File: src/rtl/tictactoe_pkg.sv
// Shared tic-tac-toe encodings: outcomes, square/user codes, judge states and the 8 line masks.
// Used by the move judge, the turn FSM and the display logic.
package tictactoe_pkg;

    typedef enum logic [2:0] {
        OUT_IN_PROGRESS = 3'd0,
        OUT_P1_WIN      = 3'd1,
        OUT_P1_LOSE     = 3'd2,
        OUT_TIE         = 3'd3
    } outcome_e;

    typedef enum logic [3:0] {
        SQ_NONE = 4'd0,
        SQ_A1   = 4'd1,
        SQ_A2   = 4'd2,
        SQ_A3   = 4'd3,
        SQ_B1   = 4'd4,
        SQ_B2   = 4'd5,
        SQ_B3   = 4'd6,
        SQ_C1   = 4'd7,
        SQ_C2   = 4'd8,
        SQ_C3   = 4'd9
    } square_e;

    typedef enum logic [1:0] {
        ST_IDLE  = 2'd0,
        ST_ARMED = 2'd1,
        ST_OVER  = 2'd2
    } judge_state_e;

    localparam logic [1:0] USER_P1     = 2'b01;
    localparam logic [1:0] USER_P2     = 2'b10;
    localparam logic [3:0] NUM_SQUARES = 4'd9;

    // Rows A-C, columns 1-3, diagonal A1-C3, diagonal A3-C1; bit k-1 = square k.
    localparam logic [8:0] LINE_MASK [8] = '{
        9'h007, 9'h038, 9'h1C0,
        9'h049, 9'h092, 9'h124,
        9'h111, 9'h054
    };

    function automatic logic [8:0] square_mask(input logic [3:0] sq);
        logic [8:0] mask;
        mask = '0;
        if (sq >= 4'd1 && sq <= NUM_SQUARES)
            mask = 9'd1 << (sq - 4'd1);
        return mask;
    endfunction

    function automatic logic user_legal(input logic [1:0] usr);
        return (usr == USER_P1) || (usr == USER_P2);
    endfunction

endpackage

File: src/rtl/line_detect.sv
// Combinational line finder: flags every line fully covered by one player's board.
module line_detect
    import tictactoe_pkg::*;
(
    input  logic [8:0] board_i,
    output logic [7:0] lines_o
);

    for (genvar i = 0; i < 8; i++) begin : g_line
        assign lines_o[i] = ((board_i & LINE_MASK[i]) == LINE_MASK[i]);
    end

endmodule

File: src/rtl/move_judge.sv
// Move referee: validates checks, applies committed moves and registers outcome/win line.
// State table: IDLE = no validated move pending | ARMED = check passed, move/user latched | OVER = outcome non-zero
module move_judge
    import tictactoe_pkg::*;
(
    input  logic       clk_i,
    input  logic       rst_i,
    input  logic       clear_i,
    input  logic [3:0] move_i,
    input  logic [1:0] user_i,
    input  logic       check_i,
    input  logic       commit_i,
    output logic       valid_o,
    output logic [2:0] outcome_o,
    output logic [8:0] board_p1_o,
    output logic [8:0] board_p2_o,
    output logic [7:0] win_line_o,
    output logic [3:0] move_count_o,
    output logic       err_o
);

    judge_state_e state_q, state_d;
    outcome_e     outcome_q, outcome_d;
    logic [8:0]   board_p1_q, board_p1_d;
    logic [8:0]   board_p2_q, board_p2_d;
    logic [7:0]   win_line_q, win_line_d;
    logic [3:0]   move_count_q, move_count_d;
    logic [3:0]   move_q, move_d;
    logic [1:0]   user_q, user_d;
    logic         valid_q, valid_d;
    logic         err_q, err_d;

    logic [8:0]   mover_next;
    logic [7:0]   lines;
    logic [3:0]   count_inc;
    logic         check_pass;

    // Win/tie is judged on the board as it will be after this commit.
    assign mover_next = ((user_q == USER_P1) ? board_p1_q : board_p2_q) | square_mask(move_q);
    assign count_inc  = move_count_q + 4'd1;
    assign check_pass = (square_mask(move_i) != 9'd0) && user_legal(user_i)
                        && ((square_mask(move_i) & (board_p1_q | board_p2_q)) == 9'd0);

    line_detect u_line_detect (
        .board_i (mover_next),
        .lines_o (lines)
    );

    always_comb begin
        state_d      = state_q;
        outcome_d    = outcome_q;
        board_p1_d   = board_p1_q;
        board_p2_d   = board_p2_q;
        win_line_d   = win_line_q;
        move_count_d = move_count_q;
        move_d       = move_q;
        user_d       = user_q;
        valid_d      = valid_q;
        err_d        = 1'b0;

        if (commit_i) begin
            if (state_q == ST_ARMED) begin
                if (user_q == USER_P1) board_p1_d = mover_next;
                else                   board_p2_d = mover_next;
                move_count_d = count_inc;
                valid_d      = 1'b0;
                win_line_d   = lines;
                if (lines != 8'd0) begin
                    outcome_d = (user_q == USER_P1) ? OUT_P1_WIN : OUT_P1_LOSE;
                    state_d   = ST_OVER;
                end else if (count_inc == NUM_SQUARES) begin
                    outcome_d = OUT_TIE;
                    state_d   = ST_OVER;
                end else begin
                    state_d   = ST_IDLE;
                end
            end else begin
                err_d = 1'b1;
            end
        end else if (check_i) begin
            if (state_q == ST_OVER) begin
                valid_d = 1'b0;
            end else if (check_pass) begin
                valid_d = 1'b1;
                move_d  = move_i;
                user_d  = user_i;
                state_d = ST_ARMED;
            end else begin
                valid_d = 1'b0;
                state_d = ST_IDLE;
            end
        end
    end

    always_ff @(posedge clk_i) begin
        if (rst_i || clear_i) begin
            state_q      <= ST_IDLE;
            outcome_q    <= OUT_IN_PROGRESS;
            board_p1_q   <= '0;
            board_p2_q   <= '0;
            win_line_q   <= '0;
            move_count_q <= '0;
            move_q       <= '0;
            user_q       <= '0;
            valid_q      <= 1'b0;
            err_q        <= 1'b0;
        end else begin
            state_q      <= state_d;
            outcome_q    <= outcome_d;
            board_p1_q   <= board_p1_d;
            board_p2_q   <= board_p2_d;
            win_line_q   <= win_line_d;
            move_count_q <= move_count_d;
            move_q       <= move_d;
            user_q       <= user_d;
            valid_q      <= valid_d;
            err_q        <= err_d;
        end
    end

    assign valid_o      = valid_q;
    assign outcome_o    = outcome_q;
    assign board_p1_o   = board_p1_q;
    assign board_p2_o   = board_p2_q;
    assign win_line_o   = win_line_q;
    assign move_count_o = move_count_q;
    assign err_o        = err_q;

endmodule

File: config.mk
export PLATFORM = sky130hd
export DESIGN_NAME = move_judge
export DESIGN_NICKNAME = d
export VERILOG_FILES = /design/src/rtl/tictactoe_pkg.sv /design/src/rtl/line_detect.sv /design/src/rtl/move_judge.sv
export SDC_FILE = /design/constraint.sdc
export NUM_CORES = 1
export LEC_CHECK = 0
export CORE_MARGIN = 2
export CORE_UTILIZATION = 25
export CTS_BUF_LIST = sky130_fd_sc_hd__clkbuf_16
export DETAILED_ROUTE_END_ITERATION = 10
export PLACE_DENSITY = 0.48
export SETUP_SLACK_MARGIN = 0.05
export SYNTH_ARGS = -nofsm -noshare
export SYNTH_HDL_FRONTEND = slang
export SYNTH_SLANG_ARGS = --single-unit
File: constraint.sdc
create_clock -name clk_i -period 6 [get_ports clk_i]
set_clock_uncertainty 0.15 [all_clocks]
set_input_delay 0.6 -clock clk_i [delete_from_list [all_inputs] [get_ports clk_i]]
set_output_delay 0.6 -clock clk_i [all_outputs]
set_load 0.02 [all_outputs]
* After elaboration in Yosys (flattened, before gate mapping)
Index checks and enable logic that the tools add are counted.
** Cells by class
- Add/sub/neg operators :: 3
- Order comparisons :: 4
- Equal/unequal tests :: 16
- Shifts and indexed selects :: 2
- Multiplexer cells :: 19
- Bitwise logic cells :: 6
- Reduce and logical (&&, ||, !) cells :: 19
** Operators with widths (count)
- two-way mux 9 bit :: 3
- equality test 3 bit (second input constant) :: 8
- bitwise OR 9 bit :: 2
- << shifter 1 x 4 -> 9 bit (first input constant) :: 2
- two-way mux 2 bit :: 7
- AND reduction 3 bit :: 4
- AND 9 bit :: 1
- logical NOT 9 bit :: 1
- nonzero test 9 bit :: 1
- >= comparator 4 x 1 -> 1 bit (second input constant) :: 2
- <= comparator 4 bit (second input constant) :: 2
- nonzero test 8 bit :: 1
- subtractor 4 x 1 -> 4 bit (second input constant) :: 2
- two-way mux 1 bit :: 7
- equality test 2 x 1 -> 1 bit (second input constant) :: 3
- two-way mux 3 bit :: 2
- adder 4 x 1 -> 4 bit (second input constant) :: 1
- equality test 2 bit (second input constant) :: 2
- equality test 4 bit (second input constant) :: 1
- logical AND 1 bit :: 4
- AND reduction 2 bit :: 2
- AND reduction 4 bit :: 1
- nonzero test 2 bit :: 2
- inverter 1 bit :: 3
- other kinds (4) :: 5
** Word-level totals
- Flip-flop bits (word level) :: 43
- Output and inout bits :: 35

* Longest topological paths before layout
- Depth after elaboration :: 10
- Depth in mapped cells :: 10
- Mapped depth without buffers :: 8

* Cells and area by module
From an unflattened synthesis, not the netlist that was laid out.
** Second synthesis, totals
- Cells, all modules :: 275
- Area total of the unflattened synthesis :: 2192.1 um2
** Modules (own cells, without submodules)
- move_judge :: times used 1, cells each 267, area each 2142.1 um2, sequential area each 840.8 um2
- line_detect :: times used 1, cells each 8, area each 50.0 um2, sequential area each 0.0 um2

* Least setup slack after synthesis
Ideal clock, no wire load.
- Kind :: reg2reg
- From :: register move_q[1]
- To :: register state_q[1]
- Setup time :: 122 ps
- Arrival time :: 2174 ps
- Setup slack :: 3555 ps
- Cell stages (with the launch flop) :: 11
- Path buffers :: 2
- Period minus slack after synthesis :: 2445 ps
- Path through :: dfxtp_1 buf_2 nor2_1 ha_1 clkbuf_2 inv_1 a221oi_2 nor2_1 o41ai_4 nand4_1 o311a_1
** Between the ends
- Word-level cells in the longest chain between the ends :: 9
- Elaborated cells on any way between the ends :: 19
** RTL lines
- from (decl) :: line move_judge.sv:28 : logic [3:0] move_q, move_d;
- from (signal assigned) :: line move_judge.sv:114 : move_q <= move_d;
- subtractor 4 x 1 -> 4 bit, or another cell as far along :: line tictactoe_pkg.sv:46 : mask = 9'd1 << (sq - 4'd1);
- << shifter 1 x 4 -> 9 bit / logical AND 1 bit (equally long branches) :: line tictactoe_pkg.sv:46, tictactoe_pkg.sv:45
- two-way mux 9 bit (*) :: line tictactoe_pkg.sv:45 : if (sq >= 4'd1 && sq <= NUM_SQUARES)
- bitwise OR 9 bit (*) :: line move_judge.sv:39 : assign mover_next = ((user_q == USER_P1) ? board_p1_q : board_p2_q) | square_mask(move_q);
- equality test 3 bit :: line line_detect.sv:10 : assign lines_o[i] = ((board_i & LINE_MASK[i]) == LINE_MASK[i]);
- nonzero test 8 bit (*) :: line move_judge.sv:68 : if (lines != 8'd0) begin
- two-way mux 2 bit (*) :: line move_judge.sv:68
- two-way mux 2 bit (*) :: line move_judge.sv:62 : if (state_q == ST_ARMED) begin
- two-way mux 2 bit (*) :: line move_judge.sv:61 : if (commit_i) begin
- to (signal assigned) :: line move_judge.sv:108 : state_q <= state_d;
- to (decl) :: line move_judge.sv:22 : judge_state_e state_q, state_d;
Every way passes the cells marked *; elsewhere a longest branch is shown, timed or not. The select of a mux whose other input is x is not followed.
A chain may end at the register's enable or synchronous reset.

* Worst setup path after layout
- From :: register move_q[0]
- To :: register state_q[1]
Same word-level chain as after synthesis.

==> out/results.txt <==
outcome: finished, final reports clean
Slew @ Worst Pin: 0.988 ns
Hold Buf Count CTS: 0
Post-Syn Area: 2250 sq um
Yosys top cell area share: 37.4%
Synth-to-Final Area Change: 28.2%
RSZ-0062 raised after global routing: no
Setup CP Type: register to register
syn nets: 276
Overflow after GRT: 0
CTS Buf Count: 5
Worst Setup End Kind: register
diode count: 0
Clock Sinks: 42
Slew HR: 33.9%
global placement routability congestion: 0.768
share of cells above drive strength 1: 7.12%
CTS root buf: clkbuf_16
post-synthesis sequential area ratio: 37.4%
Commonest cells post-synth: nor2_1, dfxtp_1, a211oi_1, a21oi_1, nand2_1
final-stage net count: 311
peak supply drop: 0.0834 mV
Die X: 98.8 microns
synth unique cells: 58
count leader, synth: nor2_1
Top FF cell, synth: dfxtp_1
die area: 9770 sq um
Cell Pwr Density: 198 nW/um^2
average wire per standard cell: 15.4 microns
total wire length: 6.19 mm
CP arrival: 2.99 ns
Initial DRT Pass Iterations: 4
Setup violations, final: 0
Slew Limit Fails: 0
Vias: 1949
Hold Vio Cnt, Final: 0
# rows: 34
IO Count: 46
flops & latches, synth: 42
Final Instance Area: 2880 sq um
drt drc: 0
worst skew pair latency: 0.28 ns
vias in the first global route: 1902
number of flops mapped to enable cells by yosys: 0
Die Ht: 98.8 microns
dpl hpwl: 4.52 mm
Via density: 4.84
Fmax achieved: 337 MHz
cells after synthesis: 259
Worst-path clk slew: 0.06 ns
GRT Util Overall: 12.8%
CTS Buffer Depth: 2
Placed Area: 2750 sq um
ys async rst share: 0%
Routed Antenna Nets: 0
Max H-tree Level: 2
largest net degree at the start of global routing: 40
max_cap viols: 0
first-pass GRT wire length: 10.1 mm
Setup Fix Bufs, Post-CTS: 0
CTS tree: done
# port buffers: 44
min Tclk post-route: 2.97 ns
Tcrit/Tclk final: 49.4%
Sum Neg Setup Slack: 0 ns
Synth area leader: dfxtp_1
starting density of the core: 25.8%
post_cts resized: 0
CORE AREA: 8720 sq um
CP max FO: 9
initial drt markers: 75
yosys warns: 0
initial antenna violation count: 0
CP required: 6.02 ns
HP Class: register to register
Post-Syn Area per Cell: 8.68 sq um
LEAKAGE: 0.000990 uW
ranking of synthesized cells by area: dfxtp_1, nor2_1, a211oi_1
Critical Path Source Type: register
[layer usage]
| layer | share of wire [%] | vias to the layer above | routed length (microns) | GRT usage, % |
|---|---|---|---|---|
| met4 | 0.76 | 0 | 47 | 3.16 |
| met1 | 51 | 898 | 3150 | 18.7 |
| met2 | 45 | 34 | 2770 | 19.6 |
| li1 | - | 1013 | - | - |
| met5 | 0 | - | 0 | 0 |
| met3 | 3.6 | 4 | 223 | 2.27 |
[metrics by stage]
step / util [%] / power [uW] / std cells / hold WS, ns / worst slack (ns)
after global routing: 33.1 / 592 / 403 / 0.343 / 2.83
final: 33.1 / 572 / 403 / 0.316 / 3.03
after floorplan: - / 307 / 259 / 0.324 / 3.55
after global placement: 31.5 / 320 / 395 / 0.304 / 2.95
after detailed placement: 31.5 / 321 / 395 / 0.299 / 2.92
after CTS: 33.1 / 579 / 403 / 0.318 / 3.03
[logic make-up (layout without fill, tap and decap cells)]
kind of cell    after synthesis  after routing  synth area share [%]
flops                        42             42                  37.4
other cells                   1              1                 0.167
mux                          11             11                  5.62
fa+ha+maj                     6              6                  3.34
buf+inv                      24             60                  4.84
compound gates               71             71                  24.8
xor+xnor                      5              5                  1.95
simple gates                 99             99                  21.9
[placed cells by master, fill, tap and decap left out, drive strengths merged, types with 5 or more instances in the layout]
cell / synthesis / routed
inv: 8 / 9
dfxtp: 42 / 42
clkdlybuf4s50: 0 / 44
nand3: 6 / 6
ha: 6 / 6
nor2: 48 / 48
nand2: 14 / 14
a21oi: 17 / 17
clkbuf: 10 / 5
mux2i: 11 / 11
a211oi: 20 / 20
and3b: 5 / 5
o21ai: 9 / 9
[cell type report]
cell class | count | area (sq um)
clock buffer | 5 | 125
clock inverter | 3 | 12.5
fill | 922 | 5840
inverter | 8 | 30.0
multi-input combinational | 193 | 1300
sequential | 42 | 841
tap | 108 | 135
timing repair buffer | 44 | 440
[report_power, final]
part	switching, uW	internal, uW	total (uW)
registers	1.16	280	281
clock network	107	150	258
logic	19.6	13.8	33.4
total	128	444	572
[state kept, by name, indices dropped and copies added (netlist names)]
signal / count
board_p1_o: 9
board_p2_o: 9
win_line_o: 8
move_count_o: 4
move_q: 4
outcome_o: 2
state_q: 2
user_q: 2
err_o: 1
valid_o: 1
[final timing paths]
check | start | end | slack (ns) | cells past startpoint
setup reg to reg | move_q[0] | state_q[1] | 3.03 | 8
setup / recovery | move_q[0] | state_q[1] | 3.03 | 8
hold / removal | win_line_o[6] | win_line_o[6] | 0.32 | 2
hold reg to reg | win_line_o[6] | win_line_o[6] | 0.32 | 2
[worst max-delay path: stages, from the launching register on]
cell	delay, ns
dfxtp_1	0.48
nor2_1	0.12
ha_1	0.48
inv_1	0.17
a221oi_2	0.52
nor2_1	0.18
o41ai_4	0.30
nand4_1	0.17
o311a_1	0.30
(Power assumes the default switching activity.)
